`src/rtl/pipeline_ctrl_pkg.sv`:
```
// Shared definitions for the pipeline run controller: FSM encodings,
// drain depth default and the ID/EX mem_signals layout.
package pipeline_ctrl_pkg;

  typedef enum logic [2:0] {
    ST_IDLE   = 3'd0,
    ST_RUN    = 3'd1,
    ST_STEP   = 3'd2,
    ST_DRAIN  = 3'd3,
    ST_HALTED = 3'd4
  } state_t;

  // EX -> MEM -> WB retire of the halt instruction
  localparam int N_DRAIN_DEFAULT = 3;

  // Position of the memory-read bit inside ID/EX mem_signals_o
  localparam int MEM_SIG_READ_BIT = 1;

  function automatic logic state_enables(input state_t s);
    return (s == ST_RUN) || (s == ST_STEP) || (s == ST_DRAIN);
  endfunction

endpackage

```
`src/rtl/pipeline_run_controller_load_use.sv`:
```
// Combinational load-use hazard detector: a load in EX whose destination
// is read by the instruction currently in ID.
module load_use_detector #(
  parameter int NB_REG = 5
) (
  input  logic              ex_mem_read_i,
  input  logic [NB_REG-1:0] ex_register_rw_i,
  input  logic [NB_REG-1:0] id_register_a_i,
  input  logic [NB_REG-1:0] id_register_b_i,
  input  logic              id_uses_rb_i,
  output logic              load_use_o
);

  logic rw_nonzero;
  logic hit_a;
  logic hit_b;

  // Register 0 is hardwired to zero, so a load into it never creates a hazard
  assign rw_nonzero = (ex_register_rw_i != '0);
  assign hit_a      = (ex_register_rw_i == id_register_a_i);
  assign hit_b      = id_uses_rb_i && (ex_register_rw_i == id_register_b_i);
  assign load_use_o = ex_mem_read_i && rw_nonzero && (hit_a || hit_b);

endmodule

```
`src/rtl/pipeline_run_controller.sv`:
```
// IDLE/RUN/STEP/DRAIN/HALTED execution control with load-use stall/bubble
// generation. Optional breakpoint support with PIPE_BREAKPOINT_EN.
module pipeline_run_controller
  import pipeline_ctrl_pkg::*;
#(
  parameter int NB_REG  = 5,
  parameter int NB_DATA = 32,
  parameter int N_DRAIN = N_DRAIN_DEFAULT
) (
  input  logic               clock,
  input  logic               reset_i,
  input  logic               cmd_run_i,
  input  logic               cmd_step_i,
  input  logic               cmd_stop_i,
  input  logic               halt_id_i,
  input  logic               halt_ex_i,
  input  logic               ex_mem_read_i,
  input  logic [NB_REG-1:0]  ex_register_rw_i,
  input  logic [NB_REG-1:0]  id_register_a_i,
  input  logic [NB_REG-1:0]  id_register_b_i,
  input  logic               id_uses_rb_i,
`ifdef PIPE_BREAKPOINT_EN
  input  logic               bp_valid_i,
  input  logic [NB_DATA-1:0] bp_pc_i,
  input  logic [NB_DATA-1:0] id_pc_i,
`endif
  output logic               en_pipeline_o,
  output logic               stall_if_id_o,
  output logic               bubble_id_ex_o,
  output logic               pc_hold_o,
  output logic               halted_o,
  output logic               step_done_o,
  output logic [2:0]         state_o,
  output logic [NB_DATA-1:0] cycle_count_o
);

  localparam int NB_CNT = (N_DRAIN > 1) ? $clog2(N_DRAIN) : 1;
  localparam logic [NB_CNT-1:0] DRAIN_LOAD = NB_CNT'(N_DRAIN - 1);

  state_t             state;
  state_t             state_next;
  logic [NB_CNT-1:0]  drain_cnt;
  logic [NB_CNT-1:0]  drain_cnt_next;
  logic               en_q;
  logic               en_next;
  logic               halted_q;
  logic               halted_next;
  logic               step_done_q;
  logic               step_done_next;
  logic               pc_hold_q;
  logic [NB_DATA-1:0] cycle_cnt;
  logic               load_use;
  logic               bp_hit;

  load_use_detector #(
    .NB_REG (NB_REG)
  ) u_load_use (
    .ex_mem_read_i    (ex_mem_read_i),
    .ex_register_rw_i (ex_register_rw_i),
    .id_register_a_i  (id_register_a_i),
    .id_register_b_i  (id_register_b_i),
    .id_uses_rb_i     (id_uses_rb_i),
    .load_use_o       (load_use)
  );

`ifdef PIPE_BREAKPOINT_EN
  assign bp_hit = bp_valid_i && (id_pc_i == bp_pc_i);
`else
  assign bp_hit = 1'b0;
`endif

  // Commands are single-cycle pulses sampled on posedge; no handshake back,
  // a pulse that arrives in a state that ignores it is simply dropped.
  always_ff @(posedge clock or negedge reset_i) begin
    if (!reset_i) begin
      state       <= ST_IDLE;
      drain_cnt   <= '0;
      en_q        <= 1'b0;
      halted_q    <= 1'b0;
      step_done_q <= 1'b0;
    end else begin
      state       <= state_next;
      drain_cnt   <= drain_cnt_next;
      en_q        <= en_next;
      halted_q    <= halted_next;
      step_done_q <= step_done_next;
    end
  end

  always_comb begin
    state_next     = state;
    drain_cnt_next = drain_cnt;
    case (state)
      ST_IDLE: begin
        if (cmd_run_i)       state_next = ST_RUN;
        else if (cmd_step_i) state_next = ST_STEP;
      end
      ST_RUN: begin
        if (halt_ex_i) begin
          state_next     = ST_DRAIN;
          drain_cnt_next = DRAIN_LOAD;
        end else if (bp_hit || cmd_stop_i) begin
          state_next = ST_IDLE;
        end
      end
      ST_STEP: begin
        if (halt_ex_i) begin
          state_next     = ST_DRAIN;
          drain_cnt_next = DRAIN_LOAD;
        end else begin
          state_next = ST_IDLE;
        end
      end
      ST_DRAIN: begin
        if (drain_cnt == '0) state_next = ST_HALTED;
        else                 drain_cnt_next = drain_cnt - 1'b1;
      end
      ST_HALTED: state_next = ST_HALTED;
      default:   state_next = ST_IDLE;
    endcase
  end

  // Outputs are computed from the next state and registered, so they are
  // clean Moore outputs aligned with state_o.
  always_comb begin
    en_next        = state_enables(state_next);
    halted_next    = (state_next == ST_HALTED);
    step_done_next = (state == ST_STEP) && (state_next == ST_IDLE);
  end

  always_ff @(posedge clock or negedge reset_i) begin
    if (!reset_i) begin
      pc_hold_q <= 1'b0;
    end else if (halt_id_i && en_q && !load_use) begin
      pc_hold_q <= 1'b1;
    end
  end

  always_ff @(posedge clock or negedge reset_i) begin
    if (!reset_i) begin
      cycle_cnt <= '0;
    end else if (en_q && (cycle_cnt != '1)) begin
      cycle_cnt <= cycle_cnt + 1'b1;
    end
  end

  assign en_pipeline_o  = en_q;
  assign stall_if_id_o  = load_use && en_q;
  assign bubble_id_ex_o = load_use && en_q;
  assign pc_hold_o      = pc_hold_q;
  assign halted_o       = halted_q;
  assign step_done_o    = step_done_q;
  assign state_o        = state;
  assign cycle_count_o  = cycle_cnt;

endmodule

```
`config.mk`:
```
export PLATFORM = sky130hd
export DESIGN_NAME = pipeline_run_controller
export DESIGN_NICKNAME = d
export VERILOG_FILES = /design/src/rtl/pipeline_ctrl_pkg.sv /design/src/rtl/pipeline_run_controller_load_use.sv /design/src/rtl/pipeline_run_controller.sv
export SDC_FILE = /design/constraint.sdc
export NUM_CORES = 1
export LEC_CHECK = 0
export CAP_MARGIN = 20
export CORE_MARGIN = 2
export CORE_UTILIZATION = 30
export CTS_CLUSTER_DIAMETER = 30
export DETAILED_ROUTE_END_ITERATION = 8
export GPL_ROUTABILITY_DRIVEN = 1
export PLACE_DENSITY = 0.69
export SYNTH_ARGS = -nofsm -noshare
export SYNTH_HDL_FRONTEND = slang
export SYNTH_HIERARCHICAL = 1
export SYNTH_SLANG_ARGS = --single-unit
```
`constraint.sdc`:
```
create_clock -name clock -period 2.09 [get_ports clock]
set_input_delay 0.418 -clock clock [delete_from_list [all_inputs] [get_ports clock]]
set_output_delay 0.418 -clock clock [all_outputs]
set_load 0.1 [all_outputs]
```
Word level (Yosys, flattened, before mapping)

Cells that the tools add are included.

Register bits after elaboration: 41
Input bits: 24
Output and inout port bits: 41
Logic and storage cells: 51

$add $sub $neg: 2
Equality and inequality tests: 13
Multiplexer cells: 10
Reduce and logical (&&, ||, !) cells: 19

Operators with widths:

| operator                                               | count |
|---|---|
| adder 32 x 1 -> 32 bit (second input constant)         | 1 |
| inequality test 32 bit (second input constant)         | 1 |
| two-way mux 3 bit                                      | 5 |
| case mux 3 bit (5 select lines)                        | 1 |
| equality test 3 x 2 -> 1 bit (second input constant)   | 4 |
| equality test 5 bit                                    | 2 |
| logical AND 1 bit                                      | 8 |
| equality test 3 x 1 -> 1 bit (second input constant)   | 2 |
| equality test 3 bit (second input constant)            | 2 |
| zero test 3 bit                                        | 2 |
| two-way mux 2 bit                                      | 3 |
| nonzero test 5 bit                                     | 1 |
| case mux 2 bit (2 select lines)                        | 1 |
| logical OR 1 bit                                       | 3 |
| AND reduction 3 bit                                    | 1 |
| zero test 2 bit                                        | 1 |
| inequality test 2 x 1 -> 1 bit (second input constant) | 1 |
| inequality test 2 bit (second input constant)          | 1 |
| nonzero test 2 bit                                     | 1 |
| OR reduction 2 bit                                     | 1 |
| subtractor 2 x 1 -> 2 bit (second input constant)      | 1 |
| zero test 1 bit                                        | 1 |

Longest topological paths before layout

Gate-level depths: netlist of run 1.

Depth after elaboration: 6
Mapped depth: 7
Depth with buffers taken out: 7

Cells and area by module

The synthesis of run 1 kept the hierarchy.

Modules (own cells, without submodules):

| module                  | instances | cells an instance | area each (µm²) | seq. area each (µm²) |
|---|---|---|---|---|
| pipeline_run_controller | 1         | 180               | 1958.1          | 1026.0 |
| load_use_detector       | 1         | 17                | 132.6           | 0.0 |

Worst setup path after synthesis of run 1

No wires, ideal clock.

Path type: reg-to-reg
Start: reg cycle_cnt[23], in the netlist cycle_count_o[23]
End: reg cycle_cnt[1], in the netlist cycle_count_o[1]
Setup time: 0.126 ns
Arrival time: 2.679 ns
Required time: 1.964 ns
Setup slack: -0.715 ns
Cell stages (with the launch flop): 6
Path buffers: 0
Clock period less this slack: 2.805 ns
Cells stage by stage: dfrtp_1 nand4_1 or4_4 or3_4 nand2_4 mux2_4

Longest elaborated chain between the ends: 2

Ends and longest elaborated chain:

| element                | RTL line                       | RTL |
|---|---|---|
| from (decl)            | pipeline_run_controller.sv:51  | `logic [NB_DATA-1:0] cycle_cnt;` |
| from (signal assigned) | pipeline_run_controller.sv:143 | `cycle_cnt <= cycle_cnt + 1'b1;` |
| inequality test 32 bit | pipeline_run_controller.sv:142 | `end else if (en_q && (cycle_cnt != '1)) begin` |
| logical AND 1 bit      | pipeline_run_controller.sv:142 |  |

No other way between the ends.
A chain may end at the register's enable or synchronous reset.

Final worst setup path of run 1

Start: reg cycle_cnt[10], in the netlist cycle_count_o[10]
End: reg cycle_cnt[1], in the netlist cycle_count_o[1]

Same word-level chain as after synthesis.

==> flow_summary.ini, run 1 <==
[run_status]
status = finished, final reports clean

[finish]
final_common_cell = buf_4
final_cells = 372
layout_common_cells = buf_4, dfrtp_4, xnor2_1
layout-drive-gt1-share = 0.479
nFillCells = 640
insertedDiodeCount = 0
synthToLayoutAreaGrowth_pct = 51.2
utilization = 0.468
fin_nets = 317

[placement]
dp_hpwl_um = 3880
dp.cells = 362
preCtsSetupSlack_ns = -0.325
numPortBuffers = 64
gp_congestion = 0.842

[worst_setup_path]
cp.arrival_ns = 2.21
endpoint_kind = register
cp-start-kind = register
cp_data_required_time_ns = 2.26
crit_fanout = 5
critical_path_class = reg -> reg

[pwr]
finalPower_mw = 3.20
switchingPower_mw = 1.56
p_seq_frac = 0.343
internal_power_mw = 1.64
power.density_nw_per_um2 = 1010
ir_worst_vdd_uv = 406
clkPwrFrac = 0.169
switching_share = 0.488
p_leak_nw = 1.43
p_comb_frac = 0.488

[global_route]
grt.total_usage = 0.138
grt_util_met3 = 0.0256
grt_overflow = 0
top_usage_layer = met2
grt_pass1_wl_um = 8320
antenna_found_initial = 0
grt_max_degree = 29
grt_pass1_vias = 1757
use_met2 = 0.227
met1_usage = 0.184

[route]
ant_nets = 0
vias = 1796
drt_iter0_drc = 47
drc = 0
drt-pass1-iter-count = 4
wl_um = 5050
via_per_inst = 4.83
post_drt_wl_per_cell_um = 13.6

[timing]
tightest_slew_ns = 0.639
fmax_ghz = 0.491
slew_headroom = 0.574
hold_viol = 0
slew_viol_final = 0
setup_viol = 0
fin_crit_sh = 0.974
min_period_ns = 2.04
fin_skew_ns = 0.00706
rsz0062_at_grt = no
final.setup.worst_slack_ns = 0.0540

[yosys]
ys_types = 44
synth_flop_cell = dfrtp_1
synth_edf_count = 0
synth_area_per_cell_um2 = 10.6
synth_async_sr_flop_share = 1.00
ys_warn_count = 6
synth_nets = 223
yosysSeqAreaShare = 0.491
ys_ff_latch = 41
syn_area_um2 = 2090
syn_inst = 197

[floorplan]
ios = 65
start_util = 0.309
die-width_um = 87.5
coreArea_um2 = 6760
rows = 30
chipHeight_um = 87.5
dieArea_um2 = 7650

[worst_hold_path]
hold_class = in -> async

[clock_network]
insertion_delay_ns = 0.29
cts_tree = built
clkTransAtPathRegs_ns = 0.08
clockRootBuffer = clkbuf_8
ctsHtreeMaxLevel = 2
cts_max_path_buffers = 2
cts_inserted_buffers = 5
clkSinkCount = 41
ctsHoldBuffers = 0

[run]
drv_cap = 0
==> final timing paths <==
| path | start | endpoint | slack, ns | cells after the start |
|---|---|---|---|---|
| worst min-delay path | reset_i | cycle_count_o[13] | 0.14 | 1 |
| max in group asynchronous | reset_i | cycle_count_o[4] | 1.37 | 2 |
| worst max register to register | cycle_count_o[10] | cycle_count_o[1] | 0.05 | 5 |
| min in group clock | cycle_count_o[4] | cycle_count_o[4] | 0.48 | 1 |
| worst max-delay path | cycle_count_o[10] | cycle_count_o[1] | 0.05 | 5 |
| worst min register to register | cycle_count_o[4] | cycle_count_o[4] | 0.48 | 1 |
==> sequential cells by signal, indices dropped and copies added, names as in the netlist <==
name           count
halted_o           1
en_pipeline_o      1
pc_hold_o          1
cycle_count_o     32
step_done_o        1
state_o            3
drain_cnt          2
==> metal layers <==
layer	wire length (µm)	vias to the layer above	share of wire
li1	-	885	-
met1	2370	862	0.47
met5	0	-	0
met3	171	7	0.034
met4	70	0	0.014
met2	2440	42	0.48
==> final cells by class <==
| type | instances | area, µm² | area share |
|---|---|---|---|
| clock inverters | 2 | 13.8 | 0.00435 |
| inverters | 5 | 18.8 | 0.00594 |
| repair buffers | 90 | 741 | 0.234 |
| flip-flops and latches | 41 | 1130 | 0.357 |
| clock buffers | 6 | 82.6 | 0.0261 |
| multi-input cells | 148 | 1080 | 0.341 |
| well taps | 80 | 100 | 0.0317 |
==> logic make-up after synthesis <==
family,synth area share
AND/OR/NAND/NOR,0.239
flip-flops,0.491
XOR/XNOR,0.155
AO/OA/AOI/OAI,0.0748
buffers and inverters,0.0162
multiplexers,0.0120
adder cells (fa/ha/maj),0.0120
==> synthesized netlist by cell type, drive strengths merged (2+ instances only) <==
master / count / area, µm²
or4: 3 / 30.0
nand2: 18 / 75.1
a41oi: 2 / 17.5
inv: 5 / 18.8
a21oi: 4 / 20.0
ha: 2 / 25.0
o21ai: 4 / 20.0
and3: 9 / 58.8
xor2: 16 / 140
nor4: 4 / 46.3
a32o: 2 / 20.0
xnor2: 21 / 184
nor2: 13 / 48.8
nand3: 18 / 90.1
nor3: 6 / 30.0
a31oi: 2 / 12.5
clkbuf: 2 / 7.51
nand4: 7 / 58.8
dfrtp: 41 / 1030
==> worst max-delay path, cell delays in order (launching register included) <==
cell and delay (ns):
dfrtp_4 0.46, nand4_4 0.13, or4_4 0.53, or3_4 0.42
nand2_4 0.09, mux2_4 0.29
==> power groups by stage <==
stage	sequential (mW)	clock, mW	combinational (mW)
2_1_floorplan	1.88	0	0.397
3_3_place_gp	1.11	0	1.55
3_5_place_dp	1.11	0	1.57
4_1_cts	1.09	0.560	1.57
5_1_grt	1.12	0.604	1.64
6_report	1.10	0.540	1.56
==> per-stage QoR <==
step	instance area (µm²)	TNS, ns	hold slack, ns
after global placement	3050	-0.629	0.465
final	3160	0	0.139
after floorplan	2230	-0.154	0.122
after detailed placement	3050	-0.650	0.466
after CTS	3170	-0.0201	0.151
after global routing	3160	0	0.170
==> timing repair <==
action	in CTS	in global routing
resized for setup	28	16
buffers inserted	2	0
pin swaps	8	7
endpoints found under the setup margin	2	2
No activity file was read; power rests on OpenSTA's default activity.
==> run 2: changes to the inputs <==
--- a/config.mk
+++ b/config.mk
@@ -8,3 +8,3 @@
 export CAP_MARGIN = 20
-export CORE_MARGIN = 2
+export CORE_MARGIN = 3
 export CORE_UTILIZATION = 30
@@ -14,2 +14,3 @@
 export PLACE_DENSITY = 0.69
+export SLEW_MARGIN = 20
 export SYNTH_ARGS = -nofsm -noshare
--- a/constraint.sdc
+++ b/constraint.sdc
@@ -3,2 +3,2 @@
 set_output_delay 0.418 -clock clock [all_outputs]
-set_load 0.1 [all_outputs]
+set_load 0.005 [all_outputs]
==> run 2 against run 1 <==
Net effect: count of clock-buffer cells in the layout decreased by 1; final area increased by 2.8%; combinational power decreased by 50%; maximum frequency about the same; via count increased by 3.3%; global-route usage increased by 0.54 points; sequential power decreased by 4%; sequential share of layout area decreased by 4.1 points; critical path type unchanged.
==> flow_summary.ini, run 2 (same netlist as run 1, synthesis figures left out) <==
[run_status]
status = finished, final reports clean

[clock_network]
clkSinkCount = 41
cts_inserted_buffers = 5
cts_tree = built
clockRootBuffer = clkbuf_8
ctsHoldBuffers = 0
cts_max_path_buffers = 2
clkTransAtPathRegs_ns = 0.08
insertion_delay_ns = 0.29
ctsHtreeMaxLevel = 2

[route]
wl_um = 5310
post_drt_wl_per_cell_um = 13.3
drt_iter0_drc = 99
ant_nets = 0
via_per_inst = 4.64
drt-pass1-iter-count = 4
vias = 1855
drc = 0

[worst_setup_path]
crit_fanout = 3
cp-start-kind = register
cp.arrival_ns = 2.21
cp_data_required_time_ns = 2.27
endpoint_kind = register
critical_path_class = reg -> reg

[global_route]
grt_pass1_vias = 1909
grt_pass1_wl_um = 8860
grt_overflow = 0
grt_max_degree = 23
antenna_found_initial = 0
grt.total_usage = 0.143

[pwr]
switchingPower_mw = 0.740
ir_worst_vdd_uv = 326
internal_power_mw = 1.73
power.density_nw_per_um2 = 760
switching_share = 0.300
p_leak_nw = 1.47
p_seq_frac = 0.430
p_comb_frac = 0.318
finalPower_mw = 2.47
clkPwrFrac = 0.251

[finish]
nFillCells = 612
final_area_um2 = 3250
final_common_cell = clkdlybuf4s50_1
fin_nets = 333
largest_reg_flops = 32
utilization = 0.495
insertedDiodeCount = 0
final_cells = 400
layout_common_cells = clkdlybuf4s50_1, dfrtp_1, buf_4
layout-drive-gt1-share = 0.261
synthToLayoutAreaGrowth_pct = 55.4

[timing]
fin_skew_ns = 0.00849
final.setup.worst_slack_ns = 0.0537
setup_viol = 0
min_period_ns = 2.04
final.setup.tns_ns = 0
tightest_slew_ns = 0.490
slew_viol_final = 0
hold_slack_ns = 0.0730
fmax_ghz = 0.491
hold_viol = 0
slew_headroom = 0.674
fin_crit_sh = 0.974

[floorplan]
chipHeight_um = 89.5
dieArea_um2 = 8010
rows = 29
start_util = 0.318
die-width_um = 89.5
coreArea_um2 = 6570
ios = 65

[placement]
dp.cells = 387
gp_congestion = 0.815
preCtsSetupSlack_ns = -0.678
dpl_cell_area_um2 = 3110
dp_hpwl_um = 4110
numPortBuffers = 64

[run]
drv_cap = 0

[worst_hold_path]
hold_class = in -> async
run 2: changes by cell type in the layout (fill, tap and decap cells not counted), moves of 10 or more:
cell	delta
clkdlybuf4s50_1	+42
dfrtp_4	-24
dfrtp_2	-10
dfrtp_1	+34
buf_4	-22
run 2: layout make-up:
class / count / area, µm² / share of cell area
tap: 93 / 116 / 0.0358
clock inverter: 2 / 35.0 / 0.0108
multi-input combinational: 148 / 1060 / 0.325
timing repair buffer: 106 / 927 / 0.285
sequential: 41 / 1030 / 0.316
inverter: 5 / 18.8 / 0.00578
clock buffer: 5 / 68.8 / 0.0212
run 2: repair_timing:
item / 4_1_cts / 5_1_grt
pin swaps: 8 / 11
cloned: 0 / 0
setup endpoints to repair: 2 / 4
resized for setup: 29 / 18
buffers inserted: 5 / 1
run 2: worst paths after layout:
path	startpoint	to	slack (ns)	cells after the start
min in group clock	cycle_count_o[19]	cycle_count_o[19]	0.50	1
max in group asynchronous	reset_i	cycle_count_o[0]	1.53	2
max	cycle_count_o[10]	cycle_count_o[1]	0.05	5
max reg2reg	cycle_count_o[10]	cycle_count_o[1]	0.05	5
min reg2reg	cycle_count_o[19]	cycle_count_o[19]	0.50	1
min	reset_i	cycle_count_o[12]	0.07	1
run 2: power groups by stage:
stage,clock [mW],sequential [mW],combinational [mW]
after floorplan,0,1.07,0.386
after global placement,0,1.08,0.773
after detailed placement,0,1.08,0.794
after CTS,0.636,1.06,0.795
after global routing,0.677,1.09,0.868
final,0.621,1.06,0.786
run 2: routing by layer:
| metal | vias up | GRT usage | share of wire |
|---|---|---|---|
| li1 | 919 | - | - |
| met1 | 895 | 0.185 | 0.45 |
| met2 | 35 | 0.236 | 0.49 |
| met3 | 6 | 0.0378 | 0.045 |
| met4 | 0 | 0.0433 | 0.013 |
| met5 | - | 0 | 0 |
run 2: worst max-delay path, stage by stage (launching register included):
cell     delay, ns
dfrtp_1       0.40
nand4_4       0.14
or4_4         0.56
or3_4         0.43
nand2_4       0.10
mux2_4        0.29
